### config.mk
export PLATFORM = sky130hd
export DESIGN_NAME = dmt_timing_generate_param_flat
export DESIGN_NICKNAME = d
export VERILOG_FILES = /design/src/rtl/dmt_timing_generate_param_if.sv /design/src/rtl/dmt_timing_generate_param.sv /design/src/flat_wrapper.sv
export SDC_FILE = /design/constraint.sdc
export NUM_CORES = 1
export LEC_CHECK = 0
export ABC_AREA = 1
export CAP_MARGIN = 5
export CORE_AREA = 2 2 114 116
export DETAILED_ROUTE_END_ITERATION = 6
export DIE_AREA = 0 0 116 118
export PLACE_DENSITY = 0.38
export SETUP_SLACK_MARGIN = 0.2
export SLEW_MARGIN = 15
export SYNTH_ARGS = -nofsm -noshare
export SYNTH_HDL_FRONTEND = slang
export SYNTH_SLANG_ARGS = --single-unit
### constraint.sdc
create_clock -name pixe_clk -period 4.87 [get_ports pixe_clk]
set_input_delay 0.974 -clock pixe_clk [delete_from_list [all_inputs] [get_ports pixe_clk]]
set_output_delay 0.974 -clock pixe_clk [all_outputs]
set_load 0.03 [all_outputs]
### src/rtl/dmt_timing_generate_param_if.sv
// Video timing bundle between the timing generator and the TMDS/frame-buffer side.
// The generator drives the timing outputs; the consumer side drives the run enable.
interface dmt_timing_generate_param_if #(
   parameter int CNT_W = 12
);
   logic             en;
   logic             hsync;
   logic             vsycn;
   logic             de;
   logic             req;
   logic [CNT_W-1:0] req_x;
   logic [CNT_W-1:0] req_y;
   logic             frame_start;

   modport master (
      input  en,
      output hsync, vsycn, de, req, req_x, req_y, frame_start
   );

   modport slave (
      output en,
      input  hsync, vsycn, de, req, req_x, req_y, frame_start
   );
endinterface

### src/rtl/dmt_timing_generate_param.sv
// Parameter-driven DMT/CEA timing generator: hsync/vsycn/de plus a leading pixel-fetch
// request with coordinates, a frame-start pulse and frame-boundary run/stop control.
module dmt_timing_generate_param #(
   parameter int CNT_W    = 12,
   parameter int H_ACTIVE = 1280,
   parameter int H_FP     = 110,
   parameter int H_SYNC   = 40,
   parameter int H_BP     = 220,
   parameter int V_ACTIVE = 720,
   parameter int V_FP     = 5,
   parameter int V_SYNC   = 5,
   parameter int V_BP     = 20,
   parameter bit HS_POL   = 1'b1,
   parameter bit VS_POL   = 1'b1,
   parameter int REQ_LEAD = 2
) (
   input  logic                               pixe_clk,
   input  logic                               rest,
   dmt_timing_generate_param_if.master        tim
);

   localparam int H_TOTAL = H_SYNC + H_BP + H_ACTIVE + H_FP;
   localparam int V_TOTAL = V_SYNC + V_BP + V_ACTIVE + V_FP;

   localparam logic [CNT_W-1:0] H_LAST     = CNT_W'(H_TOTAL - 1);
   localparam logic [CNT_W-1:0] V_LAST     = CNT_W'(V_TOTAL - 1);
   localparam logic [CNT_W-1:0] H_SYNC_END = CNT_W'(H_SYNC);
   localparam logic [CNT_W-1:0] V_SYNC_END = CNT_W'(V_SYNC);
   localparam logic [CNT_W-1:0] H_ACT_BEG  = CNT_W'(H_SYNC + H_BP);
   localparam logic [CNT_W-1:0] H_ACT_END  = CNT_W'(H_SYNC + H_BP + H_ACTIVE);
   localparam logic [CNT_W-1:0] V_ACT_BEG  = CNT_W'(V_SYNC + V_BP);
   localparam logic [CNT_W-1:0] V_ACT_END  = CNT_W'(V_SYNC + V_BP + V_ACTIVE);

   // One extra bit so hcnt+REQ_LEAD cannot wrap before the window compare.
   localparam logic [CNT_W:0]   REQ_BEG    = (CNT_W+1)'(H_SYNC + H_BP);
   localparam logic [CNT_W:0]   REQ_END    = (CNT_W+1)'(H_SYNC + H_BP + H_ACTIVE);
   localparam logic [CNT_W:0]   LEAD       = (CNT_W+1)'(REQ_LEAD);

   typedef enum logic {
      ST_IDLE = 1'b0,
      ST_RUN  = 1'b1
   } state_t;

   state_t           state_reg, state_next;
   logic [CNT_W-1:0] hcnt_reg, vcnt_reg;
   logic             frame_end;
   logic             running;

   logic             hsync_reg, hsync_next;
   logic             vsycn_reg, vsycn_next;
   logic             de_reg, de_next;
   logic             req_reg, req_next;
   logic [CNT_W-1:0] req_x_reg, req_x_next;
   logic [CNT_W-1:0] req_y_reg, req_y_next;
   logic             frame_start_reg, frame_start_next;

   logic [CNT_W:0]   h_lead;
   logic             v_act;

   assign running   = (state_reg == ST_RUN);
   assign frame_end = (hcnt_reg == H_LAST) && (vcnt_reg == V_LAST);

   always_ff @(posedge pixe_clk) begin
      if (rest) begin
         state_reg <= ST_IDLE;
      end else begin
         state_reg <= state_next;
      end
   end

   // en only matters while idle or on the last cycle of a frame.
   always_comb begin
      state_next = state_reg;
      case (state_reg)
         ST_IDLE: if (tim.en) state_next = ST_RUN;
         ST_RUN:  if (frame_end && !tim.en) state_next = ST_IDLE;
         default: state_next = ST_IDLE;
      endcase
   end

   always_ff @(posedge pixe_clk) begin
      if (rest) begin
         hcnt_reg <= '0;
         vcnt_reg <= '0;
      end else if (running) begin
         if (hcnt_reg == H_LAST) begin
            hcnt_reg <= '0;
            vcnt_reg <= (vcnt_reg == V_LAST) ? '0 : vcnt_reg + 1'b1;
         end else begin
            hcnt_reg <= hcnt_reg + 1'b1;
         end
      end
   end

   assign h_lead = {1'b0, hcnt_reg} + LEAD;
   assign v_act  = (vcnt_reg >= V_ACT_BEG) && (vcnt_reg < V_ACT_END);

   always_comb begin
      hsync_next       = ~HS_POL;
      vsycn_next       = ~VS_POL;
      de_next          = 1'b0;
      req_next         = 1'b0;
      req_x_next       = '0;
      req_y_next       = '0;
      frame_start_next = 1'b0;
      if (running) begin
         if (hcnt_reg < H_SYNC_END) hsync_next = HS_POL;
         if (vcnt_reg < V_SYNC_END) vsycn_next = VS_POL;
         de_next          = v_act && (hcnt_reg >= H_ACT_BEG) && (hcnt_reg < H_ACT_END);
         req_next         = v_act && (h_lead >= REQ_BEG) && (h_lead < REQ_END);
         frame_start_next = (hcnt_reg == '0) && (vcnt_reg == '0);
         if (req_next) begin
            req_x_next = CNT_W'(h_lead - REQ_BEG);
            req_y_next = vcnt_reg - V_ACT_BEG;
         end
      end
   end

   always_ff @(posedge pixe_clk) begin
      if (rest) begin
         hsync_reg       <= ~HS_POL;
         vsycn_reg       <= ~VS_POL;
         de_reg          <= 1'b0;
         req_reg         <= 1'b0;
         req_x_reg       <= '0;
         req_y_reg       <= '0;
         frame_start_reg <= 1'b0;
      end else begin
         hsync_reg       <= hsync_next;
         vsycn_reg       <= vsycn_next;
         de_reg          <= de_next;
         req_reg         <= req_next;
         req_x_reg       <= req_x_next;
         req_y_reg       <= req_y_next;
         frame_start_reg <= frame_start_next;
      end
   end

   assign tim.hsync       = hsync_reg;
   assign tim.vsycn       = vsycn_reg;
   assign tim.de          = de_reg;
   assign tim.req         = req_reg;
   assign tim.req_x       = req_x_reg;
   assign tim.req_y       = req_y_reg;
   assign tim.frame_start = frame_start_reg;

endmodule
### src/flat_wrapper.sv
// flat-port wrapper written by rule: the top's interface ports become plain ports
module dmt_timing_generate_param_flat 
#(
   parameter int CNT_W    = 12,
   parameter int H_ACTIVE = 1280,
   parameter int H_FP     = 110,
   parameter int H_SYNC   = 40,
   parameter int H_BP     = 220,
   parameter int V_ACTIVE = 720,
   parameter int V_FP     = 5,
   parameter int V_SYNC   = 5,
   parameter int V_BP     = 20,
   parameter bit HS_POL   = 1'b1,
   parameter bit VS_POL   = 1'b1,
   parameter int REQ_LEAD = 2
)
  (pixe_clk, rest, tim_en, tim_hsync, tim_vsycn, tim_de, tim_req, tim_req_x, tim_req_y, tim_frame_start);
  dmt_timing_generate_param_if #(.CNT_W(CNT_W)) tim_i ();
  input  logic pixe_clk;
  input  logic rest;
  input wire logic [$bits(tim_i.en)-1:0] tim_en;
  output wire logic [$bits(tim_i.hsync)-1:0] tim_hsync;
  output wire logic [$bits(tim_i.vsycn)-1:0] tim_vsycn;
  output wire logic [$bits(tim_i.de)-1:0] tim_de;
  output wire logic [$bits(tim_i.req)-1:0] tim_req;
  output wire logic [$bits(tim_i.req_x)-1:0] tim_req_x;
  output wire logic [$bits(tim_i.req_y)-1:0] tim_req_y;
  output wire logic [$bits(tim_i.frame_start)-1:0] tim_frame_start;
  assign tim_i.en = tim_en;
  assign tim_hsync = tim_i.hsync;
  assign tim_vsycn = tim_i.vsycn;
  assign tim_de = tim_i.de;
  assign tim_req = tim_i.req;
  assign tim_req_x = tim_i.req_x;
  assign tim_req_y = tim_i.req_y;
  assign tim_frame_start = tim_i.frame_start;
  dmt_timing_generate_param #(.CNT_W(CNT_W), .H_ACTIVE(H_ACTIVE), .H_FP(H_FP), .H_SYNC(H_SYNC), .H_BP(H_BP), .V_ACTIVE(V_ACTIVE), .V_FP(V_FP), .V_SYNC(V_SYNC), .V_BP(V_BP), .HS_POL(HS_POL), .VS_POL(VS_POL), .REQ_LEAD(REQ_LEAD)) u_core (.pixe_clk(pixe_clk), .rest(rest), .tim(tim_i));
endmodule
* Yosys cells after proc, flatten, opt, wreduce, memory -nomap -nowiden
Index checks and enable logic that the tools add are counted.
** Storage, ports and cells
- Flip-flop bits (word level) :: 54
- Latch bits :: 0
- Bits in writable memories :: 0
- Memory bits (read-only) :: 0
- Input port bits :: 3
- Output and inout port bits :: 29
- Word-level logic and storage cells :: 48
- Memories kept :: 0
** Cells by class
- Add/sub/neg operators :: 5
- Multipliers :: 0
- Divide/modulo/power cells :: 0
- Magnitude comparators :: 8
- Eq/ne operators :: 2
- Shift operators :: 0
- Mux-type cells :: 7
- Bitwise gates (word level) :: 2
- Reductions and logical operators :: 14
** Operators with widths (number)
- adder 12 x 1 -> 12 bit (second input constant) :: 2
- logical NOT 12 bit :: 2
- 2-to-1 mux 12 bit :: 2
- adder 12 x 2 -> 13 bit (second input constant) :: 1
- >= comparator 13 x 9 -> 1 bit (second input constant) :: 1
- less-than comparator 13 x 11 -> 1 bit (second input constant) :: 1
- equality test 12 x 10 -> 1 bit (second input constant) :: 1
- equality test 12 x 11 -> 1 bit (second input constant) :: 1
- >= comparator 12 x 5 -> 1 bit (second input constant) :: 1
- >= comparator 12 x 9 -> 1 bit (second input constant) :: 1
- less-than comparator 12 x 10 -> 1 bit (second input constant) :: 1
- less-than comparator 12 x 11 -> 1 bit (second input constant) :: 1
- less-than comparator 12 x 3 -> 1 bit (second input constant) :: 1
- less-than comparator 12 x 6 -> 1 bit (second input constant) :: 1
- subtractor 12 x 5 -> 12 bit (second input constant) :: 1
- subtractor 12 x 9 -> 12 bit (second input constant) :: 1
- logical AND 1 bit :: 8
- 2-to-1 mux 1 bit :: 4
- OR reduction 3 bit :: 1
- inverter 1 bit :: 2
- one-hot mux 1 bit (2 select lines) :: 1
- AND reduction 2 bit :: 1
- OR reduction 2 bit :: 1
- logical NOT 1 bit :: 1

* Depth between registers and ports, before layout
Gate-level depths: netlist of the first run.
- Word-level depth :: 6
- Depth in mapped cells :: 14
- Depth with buffers taken out :: 14

* Worst setup path before layout of the first run
No wires, ideal clock.
- Path kind :: in2reg
- Start point :: input port rest
- End point :: register u_core.req_x_reg[1], in the netlist u_core.tim.req_x[1]
- Setup time :: 62 ps
- Arrival time :: 1971 ps
- Data required time :: 4808 ps
- Setup slack :: 2836 ps
- Stages on the path :: 10
- Buffers on the path :: 1
- Path through :: nor2_1 nand3_1 nor2_1 nand2_1 nor2_1 nand2_1 a21oi_4 nand2_4 buf_6 nor2_2
** On the way
- Cells in the longest elaborated chain, start to end :: 1
** Ends and longest elaborated chain
- start, declared :: RTL line flat_wrapper.sv:20 : input logic rest;
- OR reduction 3 bit (no line)
- end signal, assigned :: RTL line dmt_timing_generate_param.sv:133 : req_x_reg <= req_x_next;
- end, declared :: RTL line dmt_timing_generate_param.sv:53 : logic [CNT_W-1:0] req_x_reg, req_x_next;
No other way between the ends.
A chain may end at the register's enable or synchronous reset.

* Final worst setup path of the first run
- Start point :: input port rest
- End point :: register u_core.req_x_reg[11], in the netlist u_core.tim.req_x[11]
Same word-level chain as after synthesis.

==> impl_metrics.env, run 1 <==
export IMPL_setup_tns_ps=0
export IMPL_top_layer_used="met4"
export IMPL_wl_met2_um=3260
export IMPL_drc=0
export IMPL_antenna_left=0
export IMPL_synthToLayoutAreaGrowth_pct=20.5
export IMPL_firstDrtPassIters=4
export IMPL_io_pins=32
export IMPL_synth_seq_cells=54
export IMPL_cts_sinks=54
export IMPL_worst_pin_slew_ps=519
export IMPL_die_w_um=116
export IMPL_r2r_start="u_core.hcnt_reg[1]$_SDFFE_PP0P_"
export IMPL_drt_met1_wl_um=3950
export IMPL_wl_met3_um=382
export IMPL_drt_iter0_markers=131
export IMPL_status="completed"
export IMPL_wl_per_cell_um=12.1
export IMPL_core_area_um2=12400
export IMPL_path_max_fanout=25
export IMPL_ys_seq_area_share_pct=35.6
export IMPL_grt_pass1_wl_um=13000
export IMPL_setup_viol=0
export IMPL_cts_root_buf="clkbuf_16"
export IMPL_skew_ps=4.94
export IMPL_crit_path_start_kind="input port"
export IMPL_ctsResizeCount=0
export IMPL_rsz0062_at_grt="no"
export IMPL_period_needed_ps=2760
export IMPL_finalHoldViolations=0
export IMPL_r2r_setup_slack_ps=2370
export IMPL_diodes=0
export IMPL_ir_drop_mv=0.108
export IMPL_htreeDepth=2
export IMPL_syn_area_um2=3040
export IMPL_p_leak_nw=1.70
export IMPL_critPathCaptureType="flop"
export IMPL_reg2reg_depth=12
export IMPL_start_util_pct=24.5
export IMPL_min_path_cells=1
export IMPL_insertion_delay_ps=300
export IMPL_port_buffers=31
export IMPL_nNetsFinal=478
export IMPL_syn_area_per_cell_um2=6.99
export IMPL_detail_route_vias_per_cell=4.25
export IMPL_die_h_um=118
export IMPL_slew_viol_final=0
export IMPL_hp_class="flop to flop"
export IMPL_grt_pass1_vias=2565
export IMPL_grt_max_degree=26
export IMPL_stdcell_count=637
export IMPL_cts_hold_buf=0
export IMPL_hpwl_um=6200
export IMPL_antenna_found_initial=0
export IMPL_dp_cells=629
export IMPL_die_area_um2=13700
export IMPL_syn_num_nets=449
export IMPL_fmax_ghz=0.362
export IMPL_required_ps=5110
export IMPL_max_cap_violations=0
export IMPL_path_class="input port to flop"
export IMPL_slew_headroom_pct=65.1
export IMPL_drive_gt1_share_pct=10.8
export IMPL_grt_overflow_total=0
export IMPL_rows=41
export IMPL_p_per_area_nw_per_um2=245
export IMPL_max_clock_path_buffers=2
export IMPL_yosysWarnings=0
export IMPL_vias=2710
export IMPL_hold_path_endpoint="u_core.tim.req_y[0]$_SDFF_PP0_"
export IMPL_postSynthCellCount=435
export IMPL_min_from="u_core.vcnt_reg[0]$_SDFFE_PP0P_"
export IMPL_cts_made_buffers=5
export IMPL_grt_usage_pct=12.1
export IMPL_timing_rr_end="u_core.tim.req_x[11]$_SDFF_PP0_"
export IMPL_gp_congestion=0.873
export IMPL_cp_arrival_ps=3000
export IMPL_fin_crit_sh_pct=56.7
export IMPL_clk_pin_slew_ps=80
export IMPL_yosysUniqueCellTypes=34
export IMPL_cts_tree="yes"
export IMPL_post_cts_buffers=0
export IMPL_routed_wl_um=7710
-- kinds of logic (layout without fill, tap and decap cells) --
kind of cell | Yosys count | count (layout) | share of synthesized area, %
adder cells (fa/ha/maj) | 11 | 11 | 4.53
AO/OA/AOI/OAI | 33 | 33 | 6.34
AND/OR/NAND/NOR | 248 | 248 | 38.4
buffers and inverters | 68 | 98 | 9.14
flip-flops | 54 | 54 | 35.6
XOR/XNOR | 21 | 21 | 6.05
-- critical path, stage by stage --
cell             delay, ps
clkdlybuf4s50_1        640
nor2_1                 330
nand3_1                100
nor2_1                 140
nand2_1                 60
nor2_1                 130
nand2_1                100
a21oi_4                140
nand2_4                230
nor2_1                 150
-- power by group --
part | total, mW | switching (mW) | leakage [nW] | internal [mW]
Clock | 0.382 | 0.184 | 0.0763 | 0.198
Combinational | 0.0616 | 0.0393 | 1.18 | 0.0223
Sequential | 0.454 | 0.00768 | 0.436 | 0.446
-- cell usage in the layout, fill, tap and decap left out, types with 2 or more instances in the layout --
master and n:
a21oi_1 14, o21ai_0 10, nand4_1 8, nand2_2 8, a211oi_1 3, inv_2 3
nor2_4 3, nand2_1 101, and3_1 2, nor2_2 19, clkbuf_16 5, dfxtp_1 54
ha_1 11, nand2_4 2, o21ai_1 2, xnor2_1 5, clkdlybuf4s50_1 31, nand3_2 4
inv_1 55, xor2_1 16, nor3_1 8, nand3_1 33, nor2_1 56
-- layout make-up --
class,count,area (um^2)
clock buffer,5,125
clock inverter,3,28.8
fill,1414,8750
inverter,59,221
multi-input combinational,313,1680
sequential,54,1080
tap,172,215
timing repair buffer,31,310
-- per-layer routing --
metal / GRT usage, % / vias up
li1: - / 1424
met1: 17.5 / 1222
met2: 17.8 / 56
met3: 2.27 / 8
met4: 3.94 / 0
met5: 0 / -
-- worst max path at each step --
stage | startpoint | end | slack, ps | depth (start not counted)
5_1_grt | rest | u_core.tim.req_x[5]$_SDFF_PP0_ | 1830 | 10
4_1_cts | rest | u_core.tim.req_x[11]$_SDFF_PP0_ | 2070 | 10
6_report | rest | u_core.tim.req_x[11]$_SDFF_PP0_ | 2110 | 10
2_1_floorplan | rest | u_core.tim.req_x[1]$_SDFF_PP0_ | 2840 | 10
3_5_place_dp | rest | u_core.tim.req_y[1]$_SDFF_PP0_ | 1750 | 10
3_3_place_gp | rest | u_core.tim.req_x[11]$_SDFF_PP0_ | 1840 | 10
-- metrics by stage --
stage	setup slack, ps	hold slack [ps]	power [mW]	cell area, um^2	util (%)
after floorplan	2840	466	0.506	3040	-
after global placement	1840	524	0.527	3510	28.3
after detailed placement	1750	522	0.526	3510	28.3
after CTS	2070	541	0.915	3660	29.5
after global routing	1830	563	0.936	3660	29.5
final	2110	542	0.898	3660	29.5
-- cell usage after synthesis, drive strengths merged --
master	n	area share, %
a21oi	15	2.8
o21ai	12	2.0
nand3b	1	0.25
inv	58	7.2
a2111oi	1	0.29
ha	11	4.5
nor3b	1	0.25
clkbuf	3	0.37
buf	6	1.5
dfxtp	54	36
nor3	9	1.6
o21a	1	0.25
clkinv	1	0.12
nor2	79	13
and3	2	0.41
o31ai	1	0.25
xor2	16	4.6
nand3	37	6.7
xnor2	5	1.4
a211oi	3	0.74
nand4	8	1.6
nand2	111	15
Power figures use the tool's default switching activity.
==> run 2, diff against run 1 <==
- PLACE_DENSITY: 0.38 -> 0.39
- clock period: 4.87 -> 2.2 ns (I/O delays scaled with it)
==> impl_metrics.env, run 2 (synthesized netlist as in run 1, its figures left out) <==
export IMPL_fmax_ghz=0.533
export IMPL_rows=41
export IMPL_drc=0
export IMPL_port_buffers=31
export IMPL_timing_rr_end="u_core.tim.req_y[7]$_SDFF_PP0_"
export IMPL_drt_iter0_markers=160
export IMPL_status="completed"
export IMPL_max_cap_violations=0
export IMPL_hold_path_endpoint="u_core.hcnt_reg[0]$_SDFFE_PP0P_"
export IMPL_grt_pass1_wl_um=12800
export IMPL_critPathTopFamily="adder cells"
export IMPL_rsz0062_at_grt="yes"
export IMPL_worst_pin_slew_ps=558
export IMPL_crit_chain="ha_1 > ha_1 > and3_4 > nand3_1 > nor2_1 > nand3_1 > nand3_2 > nand2_4 > buf_12 > nor2_1"
export IMPL_final_cell_mix="99 x nand2_1, 54 x inv_1, 52 x nor2_1"
export IMPL_nNetsFinal=502
export IMPL_gp_congestion=0.812
export IMPL_drive_gt1_share_pct=18.4
export IMPL_max_clock_path_buffers=2
export IMPL_antenna_found_initial=0
export IMPL_reg2reg_depth=10
export IMPL_hp_class="flop to flop"
export IMPL_r2r_start="u_core.hcnt_reg[1]$_SDFFE_PP0P_"
export IMPL_grt_util_met3_pct=2.16
export IMPL_busiest_layer="met1"
export IMPL_cts_made_buffers=5
export IMPL_diodes=0
export IMPL_r2r_setup_slack_ps=320
export IMPL_io_pins=32
export IMPL_dpl_worst_slack_ps=83.8
export IMPL_skew_ps=6.36
export IMPL_core_area_um2=12400
export IMPL_grt_pass1_vias=2530
export IMPL_crit_slowest_cell="dfxtp_4"
export IMPL_antenna_left=0
export IMPL_path_max_fanout=17
export IMPL_use_met1_pct=17.5
export IMPL_wl_per_cell_um=11.8
export IMPL_die_w_um=116
export IMPL_setup_tns_ps=0
export IMPL_finalHoldViolations=0
export IMPL_insertion_delay_ps=300
export IMPL_ir_drop_mv=0.238
export IMPL_fin_crit_sh_pct=85.3
export IMPL_design_area_um2=3940
export IMPL_p_per_area_nw_per_um2=513
export IMPL_critPathBufInv=1
export IMPL_vias=2702
export IMPL_min_from="u_core.running$_SDFF_PP0_"
export IMPL_grt_usage_pct=11.9
export IMPL_cts_hold_buf=0
export IMPL_grt_overflow_total=0
export IMPL_firstDrtPassIters=4
export IMPL_setup_viol=0
export IMPL_die_area_um2=13700
export IMPL_period_needed_ps=1880
export IMPL_htreeDepth=2
export IMPL_synthToLayoutAreaGrowth_pct=29.5
export IMPL_path_class="flop to flop"
export IMPL_max_stage_delay_ps=380
export IMPL_cts_tree="yes"
export IMPL_cts_sinks=54
export IMPL_crit_path_start_kind="flop"
export IMPL_min_path_cells=2
export IMPL_grtUsageMet2_pct=17.2
export IMPL_worst_slack_ps=323
export IMPL_cts_root_buf="clkbuf_16"
export IMPL_critPathCaptureType="flop"
export IMPL_slew_headroom_pct=62.5
export IMPL_crit_path_start="u_core.hcnt_reg[1]$_SDFFE_PP0P_"
export IMPL_start_util_pct=24.5
export IMPL_layout_commonest_cell="nand2_1"
export IMPL_routed_wl_um=7790
export IMPL_hpwl_um=6260
export IMPL_detail_route_vias_per_cell=4.09
export IMPL_cp_arrival_ps=2080
export IMPL_p_leak_nw=1.83
export IMPL_place_area_um2=3690
export IMPL_clk_pin_slew_ps=80
export IMPL_nFillCells=1400
export IMPL_slew_viol_final=0
export IMPL_die_h_um=118
export IMPL_required_ps=2400
export IMPL_grt_max_degree=20
-- run 2: cell count changes in the layout (fill, tap and decap cells not counted), sizes merged --
cell  delta
buf     +24
-- run 2: worst max path at each step --
stage / depth (start not counted) / end / slack, ps
after floorplan: 13 / u_core.tim.req_x[1]$_SDFF_PP0_ / 290
after global placement: 11 / u_core.tim.req_y[7]$_SDFF_PP0_ / 120
after detailed placement: 11 / u_core.tim.req_y[6]$_SDFF_PP0_ / 80
after CTS: 14 / u_core.tim.req_y[7]$_SDFF_PP0_ / 210
after global routing: 14 / u_core.tim.req_y[7]$_SDFF_PP0_ / 180
final: 10 / u_core.tim.req_y[7]$_SDFF_PP0_ / 320
-- run 2: area by class of cell --
cell class / instances / area [um^2] / area share, %
clock inverters: 3 / 28.8 / 0.731
multi-input cells: 313 / 1730 / 44.0
inverters: 59 / 224 / 5.69
flip-flops and latches: 54 / 1100 / 27.8
clock buffers: 5 / 125 / 3.18
repair buffers: 55 / 515 / 13.1
well taps: 172 / 215 / 5.47
-- run 2: through the flow --
stage               hold slack (ps)  power, mW  cells  util [%]
floorplan                       466       1.12    435         -
global placement                505       1.20    650      29.7
detailed placement              508       1.19    650      29.7
CTS                             522       2.05    658      31.0
global route                    555       2.11    661      31.7
finish                          529       2.02    661      31.7
-- run 2: power breakdown --
part           leakage (nW)  switching, mW  internal (mW)
Sequential            0.440         0.0117          0.987
Combinational          1.32         0.0988         0.0771
Clock                0.0763          0.406          0.438
-- run 2: per-layer routing --
metal | wire length, um | vias to the layer above
met5 | 0 | -
met4 | 152 | 0
met3 | 255 | 10
met2 | 3250 | 49
met1 | 4120 | 1173
li1 | - | 1470
-- run 2: worst reg2reg max path, stage by stage (launching register included) --
cell and delay [ps]:
dfxtp_4 380, ha_1 380, ha_1 240, and3_4 170, nand3_1 80, nor2_1 40
nand3_1 70, nand3_2 90, nand2_4 100, buf_12 160, nor2_1 60
-- run 2: timing repair --
item	CTS	global route
gates resized for setup	3	20
setup endpoints to repair	29	31
buffers inserted	0	3
pin swaps	0	2
==> run 3, diff against run 2 <==
- CAP_MARGIN: 5 -> not set
==> results of run 3 <==
Same layout as run 2: the final DEF is identical, and so are final timing and power.
